==> src/rtl/debounce_sync.sv <==
// Multi-channel input synchronizer + debouncer with optional edge pulses.
// clock/reset (async, active-low), in_raw -> level/rise/fall/changed; edges need DEBOUNCE_SYNC_EDGE_EN.
module debounce_sync #(
  parameter int WIDTH           = 2,
  parameter int SYNC_STAGES     = 2,
  parameter int DEBOUNCE_CYCLES = 4
) (
  input  logic             clock,
  input  logic             reset,
  input  logic [WIDTH-1:0] in_raw,
  output logic [WIDTH-1:0] level,
  output logic [WIDTH-1:0] rise,
  output logic [WIDTH-1:0] fall,
  output logic             changed
);

  localparam int CW = $clog2(DEBOUNCE_CYCLES) + 1;
  localparam logic [CW-1:0] CNT_MAX = CW'(DEBOUNCE_CYCLES - 1);

  logic [WIDTH-1:0] take;
  logic [WIDTH-1:0] snew;

  for (genvar c = 0; c < WIDTH; c++) begin : g_ch
    logic [SYNC_STAGES-1:0] sync_q;
    logic [CW-1:0]          cnt_q;
    logic [CW-1:0]          cnt_d;
    logic                   lvl_q;
    logic                   lvl_d;
    logic                   tk;
    logic                   s;

    assign s = sync_q[SYNC_STAGES-1];

    always_comb begin
      tk    = 1'b0;
      cnt_d = '0;
      lvl_d = lvl_q;
      if (s != lvl_q) begin
        if (cnt_q == CNT_MAX) begin
          tk    = 1'b1;
          lvl_d = s;
        end else begin
          cnt_d = cnt_q + 1'b1;
        end
      end
    end

    always_ff @(posedge clock or negedge reset) begin
      if (!reset) begin
        sync_q <= '0;
        cnt_q  <= '0;
        lvl_q  <= 1'b0;
      end else begin
        sync_q <= {sync_q[SYNC_STAGES-2:0], in_raw[c]};
        cnt_q  <= cnt_d;
        lvl_q  <= lvl_d;
      end
    end

    assign level[c] = lvl_q;
    assign take[c]  = tk;
    assign snew[c]  = s;
  end

`ifdef DEBOUNCE_SYNC_EDGE_EN
  logic [WIDTH-1:0] rise_q;
  logic [WIDTH-1:0] fall_q;
  logic             chg_q;

  // Pulses are registered on the same edge that updates level.
  always_ff @(posedge clock or negedge reset) begin
    if (!reset) begin
      rise_q <= '0;
      fall_q <= '0;
      chg_q  <= 1'b0;
    end else begin
      rise_q <= take & snew;
      fall_q <= take & ~snew;
      chg_q  <= |take;
    end
  end

  assign rise    = rise_q;
  assign fall    = fall_q;
  assign changed = chg_q;
`else
  logic unused_edge;
  assign unused_edge = ^{take, snew};
  assign rise    = '0;
  assign fall    = '0;
  assign changed = 1'b0;
`endif

endmodule

==> config.mk <==
export PLATFORM = sky130hd
export DESIGN_NAME = debounce_sync
export DESIGN_NICKNAME = d
export VERILOG_FILES = /design/src/rtl/debounce_sync.sv
export SDC_FILE = /design/constraint.sdc
export NUM_CORES = 1
export LEC_CHECK = 0
export BUFFER_PORTS_ARGS = -buffer_cell sky130_fd_sc_hd__buf_4
export CAP_MARGIN = 20
export CELL_PAD_IN_SITES_DETAIL_PLACEMENT = 1
export CELL_PAD_IN_SITES_GLOBAL_PLACEMENT = 1
export CORE_AREA = 2 2 39 41
export CTS_CLUSTER_DIAMETER = 120
export DETAILED_ROUTE_END_ITERATION = 10
export DIE_AREA = 0 0 41 43
export GPL_TIMING_DRIVEN = 0
export PLACE_DENSITY = 0.66
export SLEW_MARGIN = 20
export SYNTH_ARGS = -nofsm -noshare
export SYNTH_HDL_FRONTEND = slang
export SYNTH_SLANG_ARGS = --single-unit
==> constraint.sdc <==
create_clock -name clock -period 3.25 [get_ports clock]
set_input_delay 0.1625 -clock clock [delete_from_list [all_inputs] [get_ports clock]]
set_output_delay 0.1625 -clock clock [all_outputs]
set_load 0.01 [all_outputs]
==> results.tsv <==
metric	value	unit
placed cell areas	562	sq um
hpwl dp	618	um
standard-cell row count	14	
register area share after synthesis	61.4	%
Detail Route Antenna Nets	0	
PwrDens	734	nW/um^2
Area growth syn-to-layout	28.4	%
CP Max Fanout	3	
quantity of gates resized following cts	0	
Ports	11	
Crit Path Class	flop to flop	
Hold Path Class	input pin to async pin	
total CTS buffers	3	
clock sinks	12	
DRC	0	
DIE HEIGHT	43	um
CP max stage delay	370	ps
MaxCap Viol Count	0	
largest cells by area after synthesis	dfrtp_1 (61%), buf_4 (11%), nor3b_1 (6.1%)	
DR pass1 iterations	1	
Mapped Cells	34	
CTS clk-pin slew, worst paths	80	ps
post-synthesis sequential element count	12	
final hold viol count	0	
status	finished, final reports clean	
die area	1760	sq um
die width	41	um
first-pass GRT wire length	1210	um
WP buf/inv	0	
Worst VDD drop	0.327	mV
crit path DAT	1330	ps
largest net degree at the start of global routing	13	
routed len/inst	10.8	um
share of layout cells above drive strength 1	40.0	%
design area	628	sq um
vias in the first global route	293	
fin. max-slew vios	0	
fin crit period	1170	ps
Core Area	1380	sq um
family with the most delay on the worst path	flip-flops	
Vias	266	
pre-CTS setup slack	2060	ps
TritonCTS clock tree	done	
overall routing resource usage	10.7	%
H-tree level count	1	
clock skew after layout	2.20	ps
initial antenna violation count	0	
GR Overflow Total	0	
CP cell instances	ha_1 -> nor2b_4 -> mux2_2	
final WL	712	um
postcts setup bufs	0	
count of input and output buffers	5	
placer congestion estimate	0.593	
worst skew pair latency	270	ps
synth warn	0	
root buffer cell	clkbuf_4	
slowest CP cell	dfrtp_1	
Mean Syn Cell Area	14.4	sq um
commonest cells after routing, fill and taps aside	buf_4 (12), dfrtp_1 (12), conb_1 (5), nor3b_1 (4)	
Highest Clock Rate	852	MHz
antenna cell count	0	
WP data required	3410	ps
post-route setup slack	2080	ps
nets	57	
Static Leak	0.309	nW
Worst Setup End Kind	flop	
drt initial violations	0	
fill count	152	
cell area after synthesis	489	sq um
Final setup viols	0	
RSZ-0062 raised after global routing	false	
CTS max path bufs	2	
synth unique cells	9	
post-route clock period utilization	36.1	%
top-area cell type share of the netlist area	61.4	%
cell taking the most area after synthesis	dfrtp_1	
initial core utilization	35.4	%
Setup TNS	0	ps
CP startpoint kind	flop	
vias per inst	4.03	
==> report_power, final <==
part	switching [mW]	total, mW	internal (mW)
registers	0.0219	0.206	0.184
clock network	0.0491	0.117	0.0680
logic	0.0540	0.138	0.0839
==> cell usage after synthesis <==
cell type,count
buf_4,7
ha_1,2
xnor2_1,2
mux2_2,2
nor2b_4,2
nor3_1,2
nor3b_1,4
dfrtp_1,12
conb_1,1
==> sequential cells by signal (all words and copies together) (netlist names) <==
signal,flops
g_ch.sync_q,4
g_ch.cnt_q,6
g_ch.lvl_q,2
==> area by class of cell <==
cell class	count	area (sq um)	share of cell area, %
sequential	12	300	47.8
buffer	7	52.6	8.37
clock buffer	4	36.3	5.78
timing repair buffer	8	67.6	10.8
multi-input combinational	19	151	24.1
tap	16	20.0	3.19
==> metrics by stage <==
stage / total power [mW] / cells / hold WS [ps] / utilization, %
4_1_cts: 0.471 / 66 / 246 / 45.4
6_report: 0.461 / 66 / 251 / 45.4
3_3_place_gp: 0.332 / 59 / -1.38 / 40.6
3_5_place_dp: 0.350 / 59 / 6.14 / 40.6
5_1_grt: 0.493 / 66 / 271 / 45.4
2_1_floorplan: 0.301 / 38 / -133 / -
==> what timing repair did <==
action	4_1_cts	5_1_grt
hold buffers	3	0
hold endpoints to repair	14	0
endpoints found under the setup margin	0	0
==> path summary, 6_finish.rpt <==
check / start / to / slack [ps] / cells past startpoint
worst min-delay path: reset / g_ch[0].sync_q[1]$_DFF_PN0_ / 250 / 2
worst max register to register: g_ch[0].cnt_q[0]$_DFF_PN0_ / g_ch[0].lvl_q$_DFFE_PN0P_ / 2080 / 3
worst min register to register: g_ch[1].sync_q[0]$_DFF_PN0_ / g_ch[1].sync_q[1]$_DFF_PN0_ / 360 / 0
min in group clock: g_ch[1].sync_q[0]$_DFF_PN0_ / g_ch[1].sync_q[1]$_DFF_PN0_ / 360 / 0
worst max-delay path: g_ch[0].cnt_q[0]$_DFF_PN0_ / g_ch[0].lvl_q$_DFFE_PN0P_ / 2080 / 3
max in group asynchronous: reset / g_ch[1].cnt_q[2]$_DFF_PN0_ / 2850 / 2
==> worst reg2reg max path: stages (launching register included) <==
cell and delay, ps:
dfrtp_1 370, ha_1 180, nor2b_4 180, mux2_2 340
==> logic make-up after synthesis <==
family / share of synthesized area (%)
other: 0.767
muxes: 4.60
adders and majority gates: 5.11
and+or+nand+nor: 13.8
xor gates and xnor gates: 3.58
buffers and inverters: 10.7
DFF: 61.4
==> per-layer routing <==
layer	up-vias	part of all wire, %	track usage (%)
met1	125	35	12.2
met5	-	0	0
li1	131	-	-
met4	0	2.5	6.00
met2	8	59	17.8
met3	2	3.5	1.57
(Power assumes the default switching activity.)
